[src/rtl/sisc_pkg.sv]
// Shared SISC definitions: fetch sequencing states and default datapath widths.
package sisc_pkg;

    localparam int SISC_ADDR_W  = 16;
    localparam int SISC_INSTR_W = 32;

    typedef enum logic [1:0] {
        FETCH_IDLE = 2'd0,
        FETCH_WAIT = 2'd1,
        FETCH_DROP = 2'd2
    } fetch_state_t;

endpackage

[src/rtl/fetch_fifo.sv]
// Prefetch queue: synchronous FIFO with flush; storage is cleared on reset so the
// head reads zero until the first push.
module fetch_fifo #(
    parameter int WIDTH = 48,
    parameter int DEPTH = 2,
    parameter int CNT_W = $clog2(DEPTH + 1)
) (
    input  logic             clk,
    input  logic             rst_f,
    input  logic             push,
    input  logic             pop,
    input  logic             flush,
    input  logic [WIDTH-1:0] wdata,
    output logic [WIDTH-1:0] rdata,
    output logic             full,
    output logic             empty,
    output logic [CNT_W-1:0] count
);

    localparam int PTR_W = $clog2(DEPTH);

    logic [WIDTH-1:0] mem [DEPTH];
    logic [PTR_W-1:0] rd_ptr;
    logic [PTR_W-1:0] wr_ptr;
    logic             do_push;
    logic             do_pop;

    assign full  = (count == CNT_W'(DEPTH));
    assign empty = (count == '0);
    assign rdata = mem[rd_ptr];

    // A push into a full queue is only accepted when the head leaves in the same cycle.
    assign do_pop  = pop && !empty;
    assign do_push = push && (!full || do_pop);

    always_ff @(posedge clk) begin
        if (rst_f) begin
            for (int i = 0; i < DEPTH; i++) begin
                mem[i] <= '0;
            end
            rd_ptr <= '0;
            wr_ptr <= '0;
            count  <= '0;
        end else if (flush) begin
            rd_ptr <= '0;
            wr_ptr <= '0;
            count  <= '0;
        end else begin
            if (do_push) begin
                mem[wr_ptr] <= wdata;
                wr_ptr      <= wr_ptr + PTR_W'(1);
            end
            if (do_pop) begin
                rd_ptr <= rd_ptr + PTR_W'(1);
            end
            count <= count + CNT_W'(do_push) - CNT_W'(do_pop);
        end
    end

endmodule

[src/rtl/sisc_fetch.sv]
// Self-sequencing instruction fetch: req/ack memory port, prefetch queue, valid/ready
// hand-off to the control unit and absolute/PC-relative branch redirect.
//
// state      | meaning
// FETCH_IDLE | no memory request outstanding
// FETCH_WAIT | request outstanding, returned word goes into the queue
// FETCH_DROP | request outstanding, returned word is discarded (redirected)
module sisc_fetch
    import sisc_pkg::*;
#(
    parameter int                ADDR_W   = SISC_ADDR_W,
    parameter int                INSTR_W  = SISC_INSTR_W,
    parameter int                DEPTH    = 2,
    parameter logic [ADDR_W-1:0] RST_ADDR = '0
) (
    input  logic               clk,
    input  logic               rst_f,
    output logic               imem_req,
    output logic [ADDR_W-1:0]  imem_addr,
    input  logic               imem_ack,
    input  logic [INSTR_W-1:0] imem_rdata,
    output logic               instr_valid,
    output logic [INSTR_W-1:0] instr,
    output logic [ADDR_W-1:0]  instr_pc,
    input  logic               instr_ready,
    input  logic               br_take,
    input  logic               br_rel,
    input  logic [ADDR_W-1:0]  br_imm
);

    localparam int CNT_W = $clog2(DEPTH + 1);
    localparam int OCC_W = CNT_W + 1;

    fetch_state_t        state;
    fetch_state_t        state_nxt;
    logic                imem_req_nxt;
    logic [ADDR_W-1:0]   imem_addr_nxt;
    logic [ADDR_W-1:0]   fetch_pc;
    logic [ADDR_W-1:0]   fetch_pc_nxt;
    logic [ADDR_W-1:0]   br_target;
    logic [ADDR_W-1:0]   addr_inc;

    logic                q_push;
    logic                q_pop;
    logic                q_full;
    logic                q_empty;
    logic [CNT_W-1:0]    q_count;
    logic [OCC_W-1:0]    occupancy;
    logic                can_issue;

    fetch_fifo #(
        .WIDTH (INSTR_W + ADDR_W),
        .DEPTH (DEPTH),
        .CNT_W (CNT_W)
    ) u_fifo (
        .clk   (clk),
        .rst_f (rst_f),
        .push  (q_push),
        .pop   (q_pop),
        .flush (br_take),
        .wdata ({imem_rdata, imem_addr}),
        .rdata ({instr, instr_pc}),
        .full  (q_full),
        .empty (q_empty),
        .count (q_count)
    );

    assign instr_valid = !q_empty;
    assign q_pop       = instr_ready && instr_valid && !br_take;
    assign q_push      = (state == FETCH_WAIT) && imem_ack && !br_take && (!q_full || q_pop);

    assign addr_inc  = imem_addr + ADDR_W'(1);
    assign br_target = br_rel ? (instr_pc + ADDR_W'(1) + br_imm) : br_imm;

    // The outstanding request counts as an occupied slot so the queue can never overflow.
    assign occupancy = OCC_W'(q_count) + OCC_W'(state != FETCH_IDLE) - OCC_W'(q_pop);
    assign can_issue = (occupancy < OCC_W'(DEPTH));

    always_comb begin
        state_nxt     = state;
        imem_req_nxt  = imem_req;
        imem_addr_nxt = imem_addr;
        fetch_pc_nxt  = fetch_pc;
        case (state)
            FETCH_IDLE: begin
                if (br_take) begin
                    fetch_pc_nxt = br_target;
                end else if (can_issue) begin
                    imem_req_nxt  = 1'b1;
                    imem_addr_nxt = fetch_pc;
                    state_nxt     = FETCH_WAIT;
                end
            end
            FETCH_WAIT: begin
                if (imem_ack) begin
                    if (br_take) begin
                        fetch_pc_nxt = br_target;
                        imem_req_nxt = 1'b0;
                        state_nxt    = FETCH_IDLE;
                    end else begin
                        fetch_pc_nxt = addr_inc;
                        if (can_issue) begin
                            imem_addr_nxt = addr_inc;
                        end else begin
                            imem_req_nxt = 1'b0;
                            state_nxt    = FETCH_IDLE;
                        end
                    end
                end else if (br_take) begin
                    fetch_pc_nxt = br_target;
                    state_nxt    = FETCH_DROP;
                end
            end
            FETCH_DROP: begin
                if (br_take) begin
                    fetch_pc_nxt = br_target;
                end
                if (imem_ack) begin
                    imem_req_nxt = 1'b0;
                    state_nxt    = FETCH_IDLE;
                end
            end
            default: begin
                imem_req_nxt = 1'b0;
                state_nxt    = FETCH_IDLE;
            end
        endcase
    end

    always_ff @(posedge clk) begin
        if (rst_f) begin
            state     <= FETCH_IDLE;
            imem_req  <= 1'b0;
            imem_addr <= RST_ADDR;
            fetch_pc  <= RST_ADDR;
        end else begin
            state     <= state_nxt;
            imem_req  <= imem_req_nxt;
            imem_addr <= imem_addr_nxt;
            fetch_pc  <= fetch_pc_nxt;
        end
    end

endmodule

[config.mk]
export PLATFORM = sky130hd
export DESIGN_NAME = sisc_fetch
export DESIGN_NICKNAME = d
export VERILOG_FILES = /design/src/rtl/sisc_pkg.sv /design/src/rtl/fetch_fifo.sv /design/src/rtl/sisc_fetch.sv
export SDC_FILE = /design/constraint.sdc
export NUM_CORES = 1
export LEC_CHECK = 0
export CAP_MARGIN = 20
export CORE_ASPECT_RATIO = 1.4
export CORE_UTILIZATION = 50
export CTS_CLUSTER_SIZE = 25
export DETAILED_ROUTE_END_ITERATION = 12
export GPL_ROUTABILITY_DRIVEN = 0
export GPL_TIMING_DRIVEN = 0
export HOLD_SLACK_MARGIN = 0.12
export PLACE_DENSITY = 0.8
export SYNTH_ARGS = -nofsm -noshare
export SYNTH_HDL_FRONTEND = slang
export SYNTH_SLANG_ARGS = --single-unit
[constraint.sdc]
create_clock -name clk -period 8.8 [get_ports clk]
set_clock_uncertainty 0.1 [all_clocks]
set_input_delay 1.76 -clock clk [delete_from_list [all_inputs] [get_ports clk]]
set_output_delay 1.76 -clock clk [all_outputs]
set_load 0.02 [all_outputs]
* After elaboration in Yosys (flattened, before gate mapping)
Memory sizes are Yosys's and may differ from the RTL's. A register that Yosys moved wholly into a read port is not among the register bits.
Index checks and enable logic that the tools add are counted.
** Operators by class
- Bitwise gates (word level) :: 0
- Reductions and logical operators :: 23
- Div/mod/pow operators :: 0
- Magnitude comparators :: 1
- Muxes and demuxes :: 37
- Multipliers :: 0
- Shifts and indexed selects :: 0
- Add/sub/neg operators :: 9
- Equality and inequality tests :: 11
** Operators with widths (number)
- 16-bit two-way mux :: 9
- 16-bit case mux with 2 select lines :: 2
- 48-bit two-way mux :: 1
- 48-bit OR reduction :: 1
- 16-bit by 1-bit adder with 16-bit output, second input constant :: 2
- 16-bit adder :: 1
- 1-bit two-way mux :: 16
- 2-bit two-way mux :: 7
- 2-bit inequality test, second input constant :: 6
- 5-bit AND reduction :: 2
- 1-bit logical AND :: 7
- 3-bit inequality test, second input constant :: 2
- 2-bit case mux with 3 select lines :: 1
- 6-bit AND reduction :: 1
- 2-bit nonzero test :: 3
- 2-bit equality test, second input constant :: 2
- 2-bit zero test :: 2
- 2-bit OR reduction :: 2
- 2-bit by 1-bit adder with 3-bit output :: 1
- 1-bit zero test :: 3
- 3-bit by 2-bit less-than comparator with 1-bit output, second input constant :: 1
- 1-bit case mux with 3 select lines :: 1
- 3-bit by 1-bit subtractor with 3-bit output :: 1
- 1-bit adder, second input constant :: 2
- 4 further kinds :: 5
** Word-level totals
- Bits of input ports :: 54
- Memories :: 1
- Register bits after elaboration :: 39
- Latch bits :: 0
- Output and inout bits :: 66
- Word-level logic and storage cells :: 89
- RAM bits :: 96
- ROM bits :: 0
** Memories
- u_fifo.mem :: depth 2, bits a word 48, rd ports 1, clocked after Yosys merged registers in 1, write ports 2, RTL line fetch_fifo.sv:22 : logic [WIDTH-1:0] mem [DEPTH];

* Depth between registers and ports, before layout
Gate-level depths: netlist of run 1.
- Word-level depth :: 13
- Gate-level depth with buffers :: 13
- Mapped depth without buffers :: 12

* Cells and area by module
A second synthesis of run 1 with hierarchy kept.
** Second synthesis, totals
- Cells, all modules :: 682
- Area, all modules :: 7390.8 µm²
** By module, submodules not included
- fetch_fifo :: times used 1, seq. area each 2982.9 µm², cells each 286, area each 4401.7 µm²
- sisc_fetch :: times used 1, seq. area each 700.7 µm², cells each 396, area each 2989.1 µm²

* Least setup slack after synthesis of run 1
No wires, ideal clock.
- Kind :: input to register
- Start point :: in br_take
- End point :: reg imem_addr[14]
- Stages :: 13
- Setup slack :: 4.358 ns
- Arrival time :: 4.257 ns
- Data required time :: 8.614 ns
- Library setup time :: 0.086 ns
- Buffers on the path :: 3
- Cells stage by stage :: clkbuf_1 buf_1 nor2_1 ha_1 o21bai_1 fa_1 xnor2_1 nand3_1 or2_1 buf_2 a21oi_1 nor2_1 a211oi_1
** Between the ends
- Longest elaborated chain between the ends :: 6
- Elaborated cells on any way between the ends :: 9
- Classes of those cells :: 1 x add/sub; 1 x order compare; 4 x eq/ne; 3 x reduce/logical
** Ends and longest elaborated chain
- from (decl) :: RTL line sisc_fetch.sv:26 : input logic br_take,
- 1-bit zero test :: RTL line sisc_fetch.sv:69 : assign q_pop = instr_ready && instr_valid && !br_take;
- 1-bit logical AND :: RTL line sisc_fetch.sv:69
- 3-bit by 1-bit subtractor with 3-bit output :: RTL line sisc_fetch.sv:76 : assign occupancy = OCC_W'(q_count) + OCC_W'(state != FETCH_IDLE) - OCC_W'(q_pop);
- 3-bit by 2-bit less-than comparator with 1-bit output :: RTL line sisc_fetch.sv:77 : assign can_issue = (occupancy < OCC_W'(DEPTH));
- 2-bit inequality test (no source line)
- 6-bit AND reduction (no source line) (*)
- to (signal assigned) :: RTL line sisc_fetch.sv:139 : imem_addr <= imem_addr_nxt;
- to (decl) :: RTL line sisc_fetch.sv:19 : output logic [ADDR_W-1:0] imem_addr,
Mark *: on every way between the ends. The rest lies on a longest branch, timed or not.
A chain may end at the register's enable or synchronous reset.

* Worst setup path after layout of run 1
- Start point :: in br_take
- End point :: reg imem_addr[5]
Same word-level chain as after synthesis.

==> flow_summary.html, run 1 <==
<table>
<tr><th>Metric</th><th>Value</th></tr>
<tr><th colspan="2">Status</th></tr>
<tr><td>Result of the run</td><td>finished clean</td></tr>
<tr><th colspan="2">Global routing</th></tr>
<tr><td>Total global routing overflow</td><td>0</td></tr>
<tr><td>GR Util All Layers</td><td>26.0%</td></tr>
<tr><td>Largest net degree at the start of global routing</td><td>30</td></tr>
<tr><td>First-pass GRT wire length</td><td>30.3 mm</td></tr>
<tr><td>Vias in the first global route</td><td>6,047</td></tr>
<tr><td>Number of antenna violations at the first check in global routing</td><td>0</td></tr>
<tr><th colspan="2">Final layout</th></tr>
<tr><td>Area growth from synthesis to layout</td><td>29.0%</td></tr>
<tr><td>Count of nets after finishing</td><td>885</td></tr>
<tr><td>N_diodes</td><td>0</td></tr>
<tr><td>Number of fillers in the final layout</td><td>1,078</td></tr>
<tr><td>Fraction of final layout cells sized beyond drive strength 1</td><td>13.7%</td></tr>
<tr><td>Cell area after layout</td><td>9410 um^2</td></tr>
<tr><th colspan="2">Critical path</th></tr>
<tr><td>Kind of start point of the critical path</td><td>primary input</td></tr>
<tr><td>Cell repeated most along the worst path</td><td>sky130_fd_sc_hd__nor2_1</td></tr>
<tr><td>Worst Path Class, Setup</td><td>primary input to flip-flop</td></tr>
<tr><td>Worst Path Arrival</td><td>5780 ps</td></tr>
<tr><td>Required time at the worst-slack endpoint</td><td>9020 ps</td></tr>
<tr><td>Type of element capturing the critical path</td><td>flip-flop</td></tr>
<tr><td>Cell depth of the worst flop-to-flop path</td><td>10</td></tr>
<tr><td>Max stage delay on crit path</td><td>660 ps</td></tr>
<tr><td>Crit-path slowest cell</td><td>sky130_fd_sc_hd__clkdlybuf4s50_1</td></tr>
<tr><td>Sequence of cells on the critical path</td><td>clkdlybuf4s50_1, clkbuf_1, buf_1, nor2_1, ha_1, o21bai_1, fa_1, xnor2_1, nand3_1, or2_1, buf_2, a211oi_1, a21oi_1, nor2_1</td></tr>
<tr><td>Maximum fanout encountered on the critical timing path</td><td>10</td></tr>
<tr><td>Capturing point of the worst reg2reg path</td><td>fetch_pc[13]</td></tr>
<tr><td>Reg2Reg Setup Slack</td><td>4710 ps</td></tr>
<tr><th colspan="2">Floorplanning</th></tr>
<tr><td>Die width</td><td>104 um</td></tr>
<tr><td>Initial cell density of the core</td><td>51.7%</td></tr>
<tr><td>Number of standard-cell rows in the floorplan</td><td>51</td></tr>
<tr><td>Die ar.</td><td>15,100 um^2</td></tr>
<tr><td>Top Ports</td><td>120</td></tr>
<tr><td>Standard cell core area</td><td>14,100 um^2</td></tr>
<tr><td>Height of the die</td><td>145 um</td></tr>
<tr><th colspan="2">Yosys</th></tr>
<tr><td>Distinct cell type count of the synthesized netlist</td><td>71</td></tr>
<tr><td>Syn Area/Cell</td><td>10.9 um^2</td></tr>
<tr><td>Cell type contributing the most total cell area after synthesis</td><td>sky130_fd_sc_hd__edfxtp_1</td></tr>
<tr><td>Asr flop ratio synth</td><td>0%</td></tr>
<tr><td>Count of flip-flops with a built-in enable after synthesis</td><td>96</td></tr>
<tr><td>Post-synthesis instance total</td><td>670</td></tr>
<tr><td>Share of synthesized area occupied by flip-flops and latches</td><td>50.5%</td></tr>
<tr><td>Net Count, Synth</td><td>745</td></tr>
<tr><td>Synthesis Warnings</td><td>0</td></tr>
<tr><td>Post-synthesis register bit count</td><td>136</td></tr>
<tr><td>Combined area of all synthesized cells</td><td>7300 um^2</td></tr>
<tr><td>Ranking of synthesized cells by instance count</td><td>97 x sky130_fd_sc_hd__and2_1, 96 x sky130_fd_sc_hd__edfxtp_1, 61 x sky130_fd_sc_hd__nor2_1, 47 x sky130_fd_sc_hd__mux2_2, 40 x sky130_fd_sc_hd__dfxtp_1</td></tr>
<tr><td>Library cell with the highest instance count after synthesis</td><td>sky130_fd_sc_hd__and2_1</td></tr>
<tr><td>Top-area cell type share of the netlist area</td><td>39.5%</td></tr>
<tr><td>Top cells by area in the synthesized netlist</td><td>sky130_fd_sc_hd__edfxtp_1 40%, sky130_fd_sc_hd__dfxtp_1 11%, sky130_fd_sc_hd__and2_1 8.3%</td></tr>
<tr><td>Top_reg_cell synth</td><td>sky130_fd_sc_hd__edfxtp_1</td></tr>
<tr><th colspan="2">Routing</th></tr>
<tr><td>Routed length per placed instance</td><td>19.2 um</td></tr>
<tr><td>DRC violation count after routing</td><td>0</td></tr>
<tr><td>Final wirelength</td><td>19.3 mm</td></tr>
<tr><td>Detailed Route Iter0 Violations</td><td>498</td></tr>
<tr><td>Number of vias in the routed layout</td><td>5,958</td></tr>
<tr><td>Remaining number of nets flagged by the antenna check after routing</td><td>0</td></tr>
<tr><td>Routed vias/inst</td><td>5.91</td></tr>
<tr><td>Drt first pass iters</td><td>5</td></tr>
<tr><th colspan="2">STA</th></tr>
<tr><td>Final max-slew violation count</td><td>0</td></tr>
<tr><td>Pin slew with the least headroom to its limit</td><td>765 ps</td></tr>
<tr><td>Final clock period utilization by the worst path</td><td>63.2%</td></tr>
<tr><td>Final setup vio count</td><td>0</td></tr>
<tr><td>Hold slack final</td><td>406 ps</td></tr>
<tr><td>Setup repair after global routing missed its margin</td><td>no</td></tr>
<tr><td>Post-Route Setup TNS</td><td>0 ps</td></tr>
<tr><td>Maximum frequency from static timing analysis</td><td>0.180 GHz</td></tr>
<tr><td>Tightest slew margin relative to the limit</td><td>49.0%</td></tr>
<tr><td>Final critical path time including I/O delays and setup</td><td>5560 ps</td></tr>
<tr><td>Hold Violations, Final</td><td>0</td></tr>
<tr><th colspan="2">Clock network</th></tr>
<tr><td>Max clock buf depth</td><td>2</td></tr>
<tr><td>Number of clock sinks</td><td>136</td></tr>
<tr><td>CTS clk-pin slew, worst paths</td><td>60 ps</td></tr>
<tr><td>CTS resizes</td><td>0</td></tr>
<tr><td>Setup repair bufs after CTS</td><td>0</td></tr>
<tr><td>Clock tree from TritonCTS</td><td>done</td></tr>
<tr><td>CTS root buf</td><td>sky130_fd_sc_hd__clkbuf_16</td></tr>
<tr><td>Clock latency of the later-clocked register in the worst-skew pair</td><td>420 ps</td></tr>
<tr><td>Count of hold-fix buffers inserted at cts</td><td>0</td></tr>
<tr><td>H-tree levels</td><td>4</td></tr>
<tr><td>Number of CTS-inserted buffers</td><td>17</td></tr>
<tr><th colspan="2">Power and ir drop</th></tr>
<tr><td>Power density cells</td><td>189 nW/um^2</td></tr>
<tr><td>Peak ir drop on the vdd network</td><td>0.104 mV</td></tr>
<tr><td>Static leakage power</td><td>3.60 nW</td></tr>
<tr><th colspan="2">Worst hold path</th></tr>
<tr><td>Endpoint with the worst hold slack</td><td>imem_addr[0]</td></tr>
<tr><td>Hold-critical path depth</td><td>2</td></tr>
<tr><td>Worst Hold Class</td><td>flip-flop to flip-flop</td></tr>
<tr><td>Startpoint of the tightest hold check path</td><td>fetch_pc[0]</td></tr>
<tr><th colspan="2">Place</th></tr>
<tr><td>Cell area after placement</td><td>8760 um^2</td></tr>
<tr><td>Port Buffers</td><td>119</td></tr>
<tr><td>Detailed Place HPWL</td><td>14.0 mm</td></tr>
<tr><th colspan="2">Flow run</th></tr>
<tr><td>Maxcap violations</td><td>0</td></tr>
</table>
[how the worst max path moves through the flow]
stage | startpoint | to | slack [ps] | cells past startpoint
final | br_take | imem_addr[5] | 3240 | 14
after global routing | br_take | imem_addr[5] | 3100 | 14
after CTS | br_take | imem_addr[5] | 3320 | 14
after detailed placement | br_take | imem_addr[14] | 2940 | 14
after global placement | rst_f | u_fifo.mem[1][39] | 2990 | 4
after floorplan | br_take | imem_addr[14] | 4360 | 13
[registers in the layout (all words and copies together), names as in the netlist, named ones only]
register,cells
u_fifo.mem,96
fetch_pc,16
imem_addr,16
state,2
u_fifo.count,2
imem_req,1
u_fifo.rd_ptr,1
u_fifo.wr_ptr,1
[routing by layer]
metal | GRT usage (%) | vias to the layer above | wire length, um
met5 | 0 | - | 0
met4 | 14.9 | 0 | 896
met3 | 5.08 | 73 | 1370
met2 | 46.5 | 332 | 10000
met1 | 28.3 | 2834 | 7010
li1 | - | 2719 | -
[metrics by stage]
stage	total power (W)	cells	utilization, %	setup WS (ps)
finish	0.00178	1008	66.7	3240
global route	0.00182	1008	66.7	3100
CTS	0.00177	1008	66.7	3320
detailed placement	0.000996	976	62.1	2940
global placement	0.000988	974	61.8	2990
floorplan	0.000889	670	-	4360
[power breakdown]
part	leakage, nW	internal [W]	total, W	switching (W)
clock	0.316	0.000507	0.000786	0.000279
combinational	1.97	0.000113	0.000250	0.000136
sequential	1.32	0.000717	0.000740	0.0000228
total	3.60	0.00134	0.00178	0.000438
[worst max-delay path, delay by kind of cell]
kind | cells | cell delay [ps]
simple gates | 4 | 770
fa+ha+maj | 2 | 680
buf+inv | 4 | 1890
compound gates | 3 | 470
xor+xnor | 1 | 200
[logic make-up after synthesis]
logic type | synth area share [%]
mux | 8.30
xor+xnor | 3.00
simple gates | 19.3
buf+inv | 3.05
flops | 50.5
fa+ha+maj | 3.94
compound gates | 12.0
[cell type report]
cell class | instances | area (um^2) | share of cell area, %
Sequential cell | 136 | 3680 | 39.1
Clock inverter | 13 | 216 | 2.30
Multi-Input combinational cell | 483 | 3390 | 36.1
Timing Repair Buffer | 121 | 1230 | 13.1
Buffer | 38 | 174 | 1.85
Clock buffer | 19 | 433 | 4.60
Inverter | 13 | 48.8 | 0.518
Tap cell | 185 | 231 | 2.46
[cells in the final DEF (no fill, tap or decap), drive strengths merged, types with 3 or more instances in the layout]
| cell type | instances |
|---|---|
| inv | 16 |
| a31oi | 7 |
| mux2 | 49 |
| ha | 19 |
| clkdlybuf4s50 | 119 |
| nor2b | 7 |
| or3 | 6 |
| a21o | 10 |
| mux2i | 5 |
| nand2b | 3 |
| a2111oi | 5 |
| clkbuf | 39 |
| and4 | 4 |
| o22ai | 13 |
| or2 | 4 |
| xnor2 | 13 |
| nor3b | 4 |
| and2 | 97 |
| a221oi | 5 |
| xor2 | 12 |
| a21oi | 32 |
| clkinv | 5 |
| nor3 | 16 |
| nand2 | 25 |
| dfxtp | 40 |
| nand3 | 16 |
| edfxtp | 96 |
| a211o | 4 |
| o211ai | 3 |
| buf | 20 |
| nor2 | 64 |
| o21a | 3 |
| bufinv | 5 |
| a211oi | 12 |
| and3 | 5 |
| o21ai | 12 |
(Power assumes the default switching activity.)
==> inputs of run 2 (changes only) <==
clock period = 5.7 ns   (was 8.8 ns; I/O delays follow)
==> results of run 2 <==
Same layout as run 1 (identical final DEF). Status: finished clean.
Main changes from that run: setup slack after placement 2940 ps -> 459 ps; setup slack after layout 3240 ps -> 758 ps; register-to-register setup slack 4710 ps -> 1610 ps; total power 0.00178 W -> 0.00274 W; worst IR drop on VDD 0.104 mV -> 0.161 mV
